<file path="config.mk">
export PLATFORM = sky130hd
export DESIGN_NAME = pipelined_addsub
export DESIGN_NICKNAME = d
export VERILOG_FILES = /design/src/rtl/pipelined_addsub.sv
export SDC_FILE = /design/constraint.sdc
export NUM_CORES = 1
export LEC_CHECK = 0
export ABC_CLOCK_PERIOD_IN_PS = 5600
export BUFFER_PORTS_ARGS = -buffer_cell sky130_fd_sc_hd__clkbuf_2
export CORE_AREA = 2 2 238 123
export CTS_CLUSTER_DIAMETER = 120
export DETAILED_ROUTE_END_ITERATION = 8
export DIE_AREA = 0 0 240 125
export PLACE_DENSITY_LB_ADDON = 0.3
export REMOVE_ABC_BUFFERS = 1
export SLEW_MARGIN = 10
export SYNTH_ARGS = -nofsm -noshare
export SYNTH_HDL_FRONTEND = slang
export SYNTH_SLANG_ARGS = --single-unit
</file>
<file path="constraint.sdc">
create_clock -name clk -period 5.6 [get_ports clk]
set_input_delay 0 -clock clk [delete_from_list [all_inputs] [get_ports clk]]
set_output_delay 0 -clock clk [all_outputs]
set_load 0.01 [all_outputs]
</file>
<file path="src/rtl/pipelined_addsub.sv">
`default_nettype none
// ============================================================================
// Module   : pipelined_addsub
// Brief    : Two's-complement add/sub resolving CHUNK bits per pipeline stage,
//            with valid/ready backpressure and carry/overflow/zero flags.
// Revision : 1.0
// ============================================================================
module pipelined_addsub #(
    parameter int WIDTH = 32,
    parameter int CHUNK = 8
) (
    input  logic             clk,
    input  logic             rst_n,
    input  logic             in_valid,
    output logic             in_ready,
    input  logic [WIDTH-1:0] a,
    input  logic [WIDTH-1:0] b,
    input  logic             cin,
    input  logic             sub,
    output logic             out_valid,
    input  logic             out_ready,
    output logic [WIDTH-1:0] sum,
    output logic             cout,
    output logic             overflow,
    output logic             zero
);

    localparam int STAGES = WIDTH / CHUNK;
    localparam int MSB    = WIDTH - 1;

    // Index 0 holds the captured operands; index k holds the result with k chunks resolved.
    logic [STAGES:0]  vld_q, vld_d;
    logic [STAGES:0]  cry_q, cry_d;
    logic [WIDTH-1:0] acc_q [STAGES+1];
    logic [WIDTH-1:0] acc_d [STAGES+1];
    logic [WIDTH-1:0] opa_q [STAGES];
    logic [WIDTH-1:0] opa_d [STAGES];
    logic [WIDTH-1:0] opb_q [STAGES];
    logic [WIDTH-1:0] opb_d [STAGES];
    logic             ovf_q, ovf_d;
    logic             zero_q, zero_d;
    logic             adv;
    logic [CHUNK:0]   part;

    always_comb begin
        adv    = !vld_q[STAGES] || out_ready;
        vld_d  = vld_q;
        cry_d  = cry_q;
        acc_d  = acc_q;
        opa_d  = opa_q;
        opb_d  = opb_q;
        ovf_d  = ovf_q;
        zero_d = zero_q;
        part   = '0;
        if (adv) begin
            vld_d[0] = in_valid;
            opa_d[0] = a;
            opb_d[0] = sub ? ~b : b;
            cry_d[0] = sub ? 1'b1 : cin;
            acc_d[0] = '0;
            for (int k = 1; k <= STAGES; k++) begin
                part = {1'b0, opa_q[k-1][(k-1)*CHUNK +: CHUNK]}
                     + {1'b0, opb_q[k-1][(k-1)*CHUNK +: CHUNK]}
                     + {{CHUNK{1'b0}}, cry_q[k-1]};
                vld_d[k] = vld_q[k-1];
                acc_d[k] = acc_q[k-1];
                acc_d[k][(k-1)*CHUNK +: CHUNK] = part[CHUNK-1:0];
                cry_d[k] = part[CHUNK];
            end
            for (int k = 1; k < STAGES; k++) begin
                opa_d[k] = opa_q[k-1];
                opb_d[k] = opb_q[k-1];
            end
            // Same-sign operands producing a result of the other sign.
            ovf_d  = (opa_q[STAGES-1][MSB] == opb_q[STAGES-1][MSB]) &&
                     (acc_d[STAGES][MSB] != opa_q[STAGES-1][MSB]);
            zero_d = ~|acc_d[STAGES];
        end
    end

    always_ff @(posedge clk) begin
        if (!rst_n) begin
            vld_q  <= '0;
            cry_q  <= '0;
            ovf_q  <= 1'b0;
            zero_q <= 1'b0;
            for (int k = 0; k <= STAGES; k++) begin
                acc_q[k] <= '0;
            end
            for (int k = 0; k < STAGES; k++) begin
                opa_q[k] <= '0;
                opb_q[k] <= '0;
            end
        end else begin
            vld_q  <= vld_d;
            cry_q  <= cry_d;
            acc_q  <= acc_d;
            opa_q  <= opa_d;
            opb_q  <= opb_d;
            ovf_q  <= ovf_d;
            zero_q <= zero_d;
        end
    end

    assign in_ready  = adv;
    assign out_valid = vld_q[STAGES];
    assign sum       = acc_q[STAGES];
    assign cout      = cry_q[STAGES];
    assign overflow  = ovf_q;
    assign zero      = zero_q;

endmodule
`default_nettype wire

</file>
==> flow_summary.yaml, run 1 <==
route:
  dr.pass1.iters: 5
  ant_nets: 0
  drcViolationCount: 0
  drt_iter0_markers: 566
  avgViaCountPerCell: 4.75
  wl_per_cell_um: 13.3
  routed_wl_mm: 23.6
  num_vias: 8426
yosys:
  synthFlopType: "dfxtp_1"
  synth_commonest_cells: "432 x nand2_1, 252 x dfxtp_1, 185 x a21boi_0"
  synth.area.top_cells: "dfxtp_1 46%, nand2_1 15%, a21boi_0 13%"
  synth-edff-count: 0
  yosysWarnings: 0
  syn_area_per_cell_um2: 8.58
  ys_types: 44
  synth_cells: 1286
  yosysTopAreaCell: "dfxtp_1"
  synth.most_common_cell: "nand2_1"
  ys_seq_area_share_pct: 45.7
  yosysTopAreaCellShare_pct: 45.7
  ys_seq_elements: 252
  syn_area_mm2: 0.0110
  async_flop_share_pct: 0
pwr:
  power.density_mw_per_mm2: 298
  comb_power_share_pct: 8.6
  clock_power_share_pct: 41.1
  power.static_leakage_nw: 5.41
  totalPowerFinal_mw: 3.85
  vdd_ir_drop_max_v: 0.000196
  power_switching_share_pct: 23.4
  power_frac_seq_pct: 50.3
  p_int_mw: 2.95
  power_switching_uw: 900
setup_path:
  cp.arrival_ns: 2.93
  worstSetupEndpoint: "zero$_SDFFE_PN0P_"
  worstPathMaxFanout: 2
  crit_type: "flop to flop"
  slowest_stage: "fa_1"
  end_kind: "flop"
  cp_cell_sequence: "fa_1 -> inv_1 -> fa_1 -> nor4b_2 -> nand4_1 -> nor3_1 -> nand3_1 -> nor4b_2 -> o21a_1"
  cp-startpoint: "cry_q[3]$_SDFFE_PN0P_"
  reg2reg_to: "zero$_SDFFE_PN0P_"
  startpoint_type: "flop"
  rrSetupSlack_ns: 3.14
  timing.rr.start: "cry_q[3]$_SDFFE_PN0P_"
  cp_data_required_time_ns: 6.07
  max_stage_delay_ns: 0.50
  reg2regPathDepth: 9
sta:
  worst_pin_slew_ns: 1.10
  rsz0062_at_grt: "false"
  fin_skew_ns: 0.00837
  hold_viol: 0
  drv_slew: 0
  tns_ns: 0
  finalCritPeriodShare_pct: 43.9
  relSlewSlack_pct: 26.5
  fin_crit_ns: 2.46
  timing.fmax_mhz: 407
  setup_viol: 0
global_route:
  grt_overflow_total: 0
  grt_max_degree: 223
  grt.total_usage_pct: 15.7
  first_global_vias: 7913
  antenna_found_initial: 0
  grt_pass1_wl_mm: 39.4
hold_path:
  hp-class: "primary input to flop"
  min_path_cells: 2
clock_tree:
  insertion_delay_ns: 0.53
  cts_sinks: 252
  clock-root-buffer: "clkbuf_16"
  htree_levels: 1
  cts_made_buffers: 24
  cts_max_path_buffers: 3
  cts_tree: "built"
  clk_pin_slew_worst_paths_ns: 0.06
die:
  fp.dieW_um: 240
  dieArea_mm2: 0.0300
  core_mm2: 0.0282
  rows: 44
  start_util_pct: 39.1
  die_y_um: 125
  pin_count: 107
run_status:
  run_status: "complete, no violations"
layout:
  drive_gt1_share_pct: 11.3
  fin_nets: 1473
  final_util_pct: 45.8
  area_growth_syn_to_layout_pct: 17.0
job:
  drv_cap: 0
placement:
  hpwl_mm: 14.1
  portBuffers: 106
  gp_congestion: 0.779
## what timing repair did
action                                 4_1_cts  5_1_grt
setup buffers                                0        0
gates resized for setup                      0        0
hold buffers                                66        0
endpoints found under the hold margin       66        0
## layer usage
metal | up-vias | share of wire, % | global-route usage (%)
met5 | - | 0 | 0
met4 | 0 | 1.9 | 3.54
met3 | 33 | 3.8 | 3.09
met2 | 113 | 40 | 22.9
met1 | 3910 | 55 | 23.8
li1 | 4370 | - | -
## logic make-up (layout without fill, tap and decap cells)
family	count (synthesis)	after routing	share of synthesized area [%]
AND/OR/NAND/NOR	511	511	19.1
adder cells (fa/ha/maj)	36	36	4.63
other	0	1	0
AO/OA/AOI/OAI	292	292	20.0
XOR/XNOR	50	50	3.97
flip-flops	252	252	45.7
buffers and inverters	145	240	6.64
## power groups by stage
stage / clock network, mW / logic (mW) / registers, mW
after CTS: 1.64 / 0.335 / 1.94
after global routing: 1.71 / 0.376 / 1.95
final: 1.58 / 0.331 / 1.94
after floorplan: 0 / 0.187 / 1.96
after detailed placement: 0 / 0.297 / 1.98
after global placement: 0 / 0.292 / 1.97
## how the worst min path moves through the flow
stage | slack (ns) | startpoint | endpoint
floorplan | 0.12 | rst_n | zero$_SDFFE_PN0P_
global placement | 0.24 | a[28] | opa_q[124]$_SDFFE_PN0P_
detailed placement | 0.25 | in_valid | vld_q[0]$_SDFFE_PN0P_
CTS | 0.06 | rst_n | opb_q[115]$_SDFFE_PN0P_
global route | 0.1 | rst_n | opb_q[114]$_SDFFE_PN0P_
finish | 0.05 | rst_n | opb_q[116]$_SDFFE_PN0P_
## cells in the final DEF (no fill, tap or decap), drive strengths merged, types with 4 or more instances in the layout
cell type / count
a21boi: 186
a21o: 8
a21oi: 13
and2: 12
buf: 6
clkbuf: 139
dfxtp: 252
dlygate4sd3: 66
fa: 8
ha: 28
inv: 24
nand2: 432
nand3: 20
nand4b: 4
nor2: 10
nor3: 10
nor4: 6
o211a: 42
o211ai: 8
o21ai: 23
or3: 5
xnor2: 44
xor2: 6
## critical path, delay by kind of cell (launching register included)
family / cells / cell delay, ns
AND/OR/NAND/NOR: 5 / 1.07
buffers and inverters: 1 / 0.08
adder cells (fa/ha/maj): 2 / 0.76
flip-flops: 1 / 0.37
AO/OA/AOI/OAI: 1 / 0.13
## per-stage QoR
stage                     hold WS (ns)  cells  worst slack (ns)  area, um^2
final                           0.0486   1773              3.14       12900
after global routing            0.0994   1772              2.84       12900
after CTS                       0.0567   1772              3.09       12900
after detailed placement         0.247   1666              3.14       11500
after global placement           0.240   1666              3.21       11500
after floorplan                  0.118   1164             -6.12       10400
## flip-flops by register name (all words and copies together), names as in the netlist
| name | count |
|---|---|
| acc_q | 48 |
| cry_q | 5 |
| opa_q | 80 |
| opb_q | 80 |
| overflow | 1 |
| zero | 1 |
| vld_q | 5 |
| sum | 32 |
## final cells by class
cell class              instances  area (um^2)
diodes                          1         2.50
clock buffers                  34          719
clock inverters                 6         38.8
fillers                      2817        15300
inverters                      23         93.8
multi-input cells             889         5260
flip-flops and latches        252         5040
well taps                     391          489
repair buffers                177         1260
Note: power is estimated with default switching activity, not from simulation.
==> run 2, diff against run 1 <==
--- a/config.mk
+++ b/config.mk
@@ -5,7 +5,7 @@
 export SDC_FILE = /design/constraint.sdc
 export NUM_CORES = 1
 export LEC_CHECK = 0
-export ABC_CLOCK_PERIOD_IN_PS = 5600
+export ABC_CLOCK_PERIOD_IN_PS = 2350
 export BUFFER_PORTS_ARGS = -buffer_cell sky130_fd_sc_hd__clkbuf_2
 export CORE_AREA = 2 2 238 123
 export CTS_CLUSTER_DIAMETER = 120
==> constraint.sdc (replaced) <==
create_clock -name clk -period 2.35 [get_ports clk]
set_input_delay 0 -clock clk [delete_from_list [all_inputs] [get_ports clk]]
set_output_delay 0 -clock clk [all_outputs]
set_load 0.01 [all_outputs]
==> flow_summary.yaml, run 2 (synthesis results as in run 1) <==
run_status:
  run_status: "complete, no violations"
global_route:
  grt.total_usage_pct: 16.2
  grt_pass1_wl_mm: 40.7
  grt_max_degree: 141
  antenna_found_initial: 0
  first_global_vias: 8228
  grt_overflow_total: 0
layout:
  final_common_cell: "nand2_1"
  fin_cells: 1794
  drive_gt1_share_pct: 12.2
  area_growth_syn_to_layout_pct: 19.1
  antenna_cells: 0
  most-common-layout-cells: "432 x nand2_1, 250 x dfxtp_1, 185 x a21boi_0"
  final_util_pct: 46.6
  nFillCells: 2796
  fin_nets: 1494
  largestRegisters: "opa_q: 80 flops, opb_q: 80 flops, acc_q: 48 flops"
route:
  drcViolationCount: 0
  drt_iter0_markers: 449
  routed_wl_mm: 24.0
  avgViaCountPerCell: 4.72
  dr.pass1.iters: 4
  wl_per_cell_um: 13.4
  num_vias: 8471
  ant_nets: 0
sta:
  relSlewSlack_pct: 55.1
  finalCritPeriodShare_pct: 95.7
  fin_skew_ns: 0.0136
  timing.fmax_mhz: 444
  setup_viol: 0
  rsz0062_at_grt: "true"
  fin_crit_ns: 2.25
  drv_slew: 0
  whs_ns: 0.0856
  worst_pin_slew_ns: 0.668
  hold_viol: 0
  final.setup.worst_slack_ns: 0.100
pwr:
  totalPowerFinal_mw: 9.08
  power.static_leakage_nw: 5.54
  vdd_ir_drop_max_v: 0.000378
  power.density_mw_per_mm2: 691
clock_tree:
  htree_levels: 1
  clk_pin_slew_worst_paths_ns: 0.07
  postCtsSetupBuffers: 0
  cts_max_path_buffers: 3
  cts_tree: "built"
  insertion_delay_ns: 0.51
  clock-root-buffer: "clkbuf_16"
  cts_made_buffers: 23
  cts_sinks: 252
die:
  fp.dieW_um: 240
  rows: 44
  start_util_pct: 39.1
  die_y_um: 125
  core_mm2: 0.0282
  pin_count: 107
  dieArea_mm2: 0.0300
setup_path:
  worstPathMaxFanout: 2
  cp_data_required_time_ns: 2.81
  critPathMostFrequentCell: "nor4b_2"
  cp-startpoint: "opb_q[24]$_SDFFE_PN0P_"
  slowest_stage: "fa_1"
  max_stage_delay_ns: 0.50
  timing.rr.start: "opb_q[24]$_SDFFE_PN0P_"
  end_kind: "flop"
  cp_cell_sequence: "fa_2 -> inv_1 -> fa_1 -> nor4b_2 -> nand4_1 -> nor3_2 -> nand3_1 -> nor4b_2 -> o21a_1"
  crit_type: "flop to flop"
  cp.arrival_ns: 2.71
  startpoint_type: "flop"
placement:
  post-place-ws_ns: 0.00503
  place_inst: 1678
  gp_congestion: 0.796
  hpwl_mm: 14.9
  portBuffers: 106
job:
  drv_cap: 0
hold_path:
  min-delay-start: "out_ready"
  hp-class: "primary input to flop"
==> run 2: cell type report <==
class / instances / area (um^2) / share of cell area [%]
multi-input cells: 889 / 5270 / 40.2
clock inverters: 8 / 65.1 / 0.495
inverters: 23 / 93.8 / 0.714
well taps: 391 / 489 / 3.72
clock buffers: 32 / 649 / 4.94
flip-flops and latches: 252 / 5050 / 38.4
repair buffers: 199 / 1520 / 11.5
==> run 2: worst max-delay path, delay by kind of cell (launching register included) <==
| family | cells | cell delay (ns) |
|---|---|---|
| fa+ha+maj | 2 | 0.74 |
| simple gates | 5 | 0.92 |
| buf+inv | 1 | 0.06 |
| flops | 1 | 0.35 |
| compound gates | 1 | 0.13 |
==> run 2: repair_timing <==
item,4_1_cts,5_1_grt
hold buffers,76,0
hold endpoints to repair,72,0
setup endpoints to repair,1,9
pin swaps,0,1
gates resized for setup,1,5
==> run 2: worst paths after layout <==
path	to	slack (ns)	cells past startpoint
min	opa_q[102]$_SDFFE_PN0P_	0.09	5
max	zero$_SDFFE_PN0P_	0.1	9
min reg2reg	opa_q[112]$_SDFFE_PN0P_	0.46	2
max reg2reg	zero$_SDFFE_PN0P_	0.1	9
==> run 2: metrics by stage <==
stage / TNS [ns] / instance area (um^2)
after floorplan: -2272.45 / 10400
after global placement: 0 / 11600
after detailed placement: 0 / 11600
after CTS: 0 / 13100
after global routing: -0.0274 / 13100
final: 0 / 13100
==> run 2: report_power, final <==
group / internal, mW / switching [mW] / leakage [nW]
logic: 0.441 / 0.384 / 3.11
clock network: 2.04 / 1.61 / 0.360
registers: 4.49 / 0.120 / 2.07
total: 6.96 / 2.11 / 5.54
==> run 2: per-layer routing <==
| layer | track usage, % | share of wire [%] |
|---|---|---|
| met1 | 24.5 | 54 |
| met2 | 24.1 | 41 |
| met3 | 3.22 | 3.6 |
| met4 | 2.45 | 1.2 |
| met5 | 0 | 0 |
==> run 3, diff against run 2 <==
--- a/config.mk
+++ b/config.mk
@@ -7,10 +7,10 @@
 export LEC_CHECK = 0
 export ABC_CLOCK_PERIOD_IN_PS = 2350
 export BUFFER_PORTS_ARGS = -buffer_cell sky130_fd_sc_hd__clkbuf_2
-export CORE_AREA = 2 2 238 123
+export CORE_AREA = 2 2 189 154
 export CTS_CLUSTER_DIAMETER = 120
 export DETAILED_ROUTE_END_ITERATION = 8
-export DIE_AREA = 0 0 240 125
+export DIE_AREA = 0 0 191 156
 export PLACE_DENSITY_LB_ADDON = 0.3
 export REMOVE_ABC_BUFFERS = 1
 export SLEW_MARGIN = 10
==> flow_summary.yaml, run 3 (synthesis results as in run 1) <==
sta:
  worst_pin_slew_ns: 0.628
  relSlewSlack_pct: 58.1
  hold_viol: 0
  fin_crit_ns: 2.25
  fin_skew_ns: 0.00676
  finalCritPeriodShare_pct: 95.6
  rsz0062_at_grt: "true"
  timing.fmax_mhz: 445
  drv_slew: 0
  setup_viol: 0
global_route:
  busiest_layer: "met2"
  grt_pass1_wl_mm: 37.9
  grt.total_usage_pct: 15.1
  met2_usage_pct: 24.7
  grt_use_met1_pct: 20.9
  grt_max_degree: 92
  grt_overflow_total: 0
  met3_usage_pct: 2.50
  first_global_vias: 8074
  antenna_found_initial: 0
pwr:
  power.density_mw_per_mm2: 698
  power.static_leakage_nw: 5.70
  vdd_ir_drop_max_v: 0.000490
die:
  start_util_pct: 39.6
  dieArea_mm2: 0.0298
  fp.dieW_um: 191
  pin_count: 107
  core_mm2: 0.0279
  die_y_um: 156
  rows: 55
layout:
  nFillCells: 2767
  antenna_cells: 0
  drive_gt1_share_pct: 12.9
  area_growth_syn_to_layout_pct: 21.4
  largestRegisters: "opa_q: 80 flops, opb_q: 80 flops, acc_q: 48 flops"
  fin_cells: 1801
  fin_nets: 1517
  final_util_pct: 48.1
  final_common_cell: "nand2_1"
  most-common-layout-cells: "432 x nand2_1, 249 x dfxtp_1, 185 x a21boi_0"
route:
  routed_wl_mm: 22.6
  avgViaCountPerCell: 4.75
  drcViolationCount: 0
  dr.pass1.iters: 4
  drt_iter0_markers: 348
  ant_nets: 0
  num_vias: 8550
  wl_per_cell_um: 12.5
clock_tree:
  htree_levels: 1
  clock-root-buffer: "clkbuf_16"
  cts_made_buffers: 27
  cts_tree: "built"
  cts_max_path_buffers: 3
  cts_sinks: 252
  insertion_delay_ns: 0.53
  clk_pin_slew_worst_paths_ns: 0.06
placement:
  hpwl_mm: 14.3
  place_inst: 1660
  gp_congestion: 0.739
  portBuffers: 106
setup_path:
  cp_data_required_time_ns: 2.82
  worstPathMaxFanout: 2
  end_kind: "flop"
  startpoint_type: "flop"
  cp.arrival_ns: 2.72
  crit_type: "flop to flop"
run_status:
  run_status: "complete, no violations"
hold_path:
  hp-class: "primary input to flop"
job:
  drv_cap: 0
run 3: changes by cell type in the layout (fill, tap and decap cells not counted), sizes merged:
cell	previous run	this run
dlygate4sd3	76	91
clkbuf	137	142
buf	18	22
clkinv	7	11
bufinv	1	0
inv	23	24
run 3: path summary, 6_finish.rpt:
| path | startpoint | end | slack [ns] | cells after the start |
|---|---|---|---|---|
| worst min register to register | acc_q[68]$_SDFFE_PN0P_ | acc_q[68]$_SDFFE_PN0P_ | 0.46 | 2 |
| worst min-delay path | out_ready | sum[30]$_SDFFE_PN0P_ | 0.03 | 5 |
| worst max-delay path | opb_q[24]$_SDFFE_PN0P_ | zero$_SDFFE_PN0P_ | 0.10 | 9 |
| worst max register to register | opb_q[24]$_SDFFE_PN0P_ | zero$_SDFFE_PN0P_ | 0.10 | 9 |
run 3: where the power goes:
| part | leakage, nW | total [mW] | internal [mW] | switching [mW] |
|---|---|---|---|---|
| registers | 2.07 | 4.61 | 4.49 | 0.122 |
| clock network | 0.416 | 3.91 | 2.24 | 1.67 |
| logic | 3.22 | 0.833 | 0.463 | 0.370 |
| total | 5.70 | 9.35 | 7.19 | 2.17 |
run 3: final cells by class:
| type | count | area, um^2 | share of cell area, % |
|---|---|---|---|
| multi-input combinational | 889 | 5280 | 39.4 |
| sequential | 252 | 5050 | 37.7 |
| timing repair buffer | 218 | 1690 | 12.6 |
| clock buffer | 37 | 753 | 5.62 |
| tap | 370 | 463 | 3.46 |
| inverter | 23 | 93.8 | 0.701 |
| clock inverter | 12 | 63.8 | 0.476 |
run 3: timing repair:
action / 4_1_cts / 5_1_grt
endpoints found under the setup margin: 0 / 1
hold buffers: 91 / 0
hold endpoints to repair: 98 / 0
resized for setup: 0 / 7
buffers inserted: 0 / 1
run 3: metrics by stage:
stage / area [um^2] / TNS, ns / hold slack [ns] / worst slack, ns / power (mW)
after floorplan: 10400 / -2272.45 / 0.118 / -9.37 / 5.12
after global placement: 11600 / 0 / 0.237 / 0.177 / 5.40
after detailed placement: 11600 / 0 / 0.244 / 0.0894 / 5.41
after CTS: 13400 / 0 / 0.00555 / 0.0650 / 9.49
after global routing: 13400 / -0.0614 / 0.0503 / -0.0614 / 9.80
final: 13400 / 0 / 0.0291 / 0.103 / 9.35
run 3: layer usage:
layer / wire (um) / up-vias
li1: - / 4464
met1: 11700 / 3949
met2: 9630 / 104
met3: 838 / 33
met4: 416 / 0
met5: 0 / -
run 3: worst max-delay path: stages (launching register included):
cell,delay [ns]
dfxtp_2,0.34
fa_2,0.22
inv_2,0.04
fa_1,0.53
nor4b_4,0.19
nand4_1,0.14
nor3_2,0.18
nand3_1,0.13
nor4b_2,0.29
o21a_1,0.13
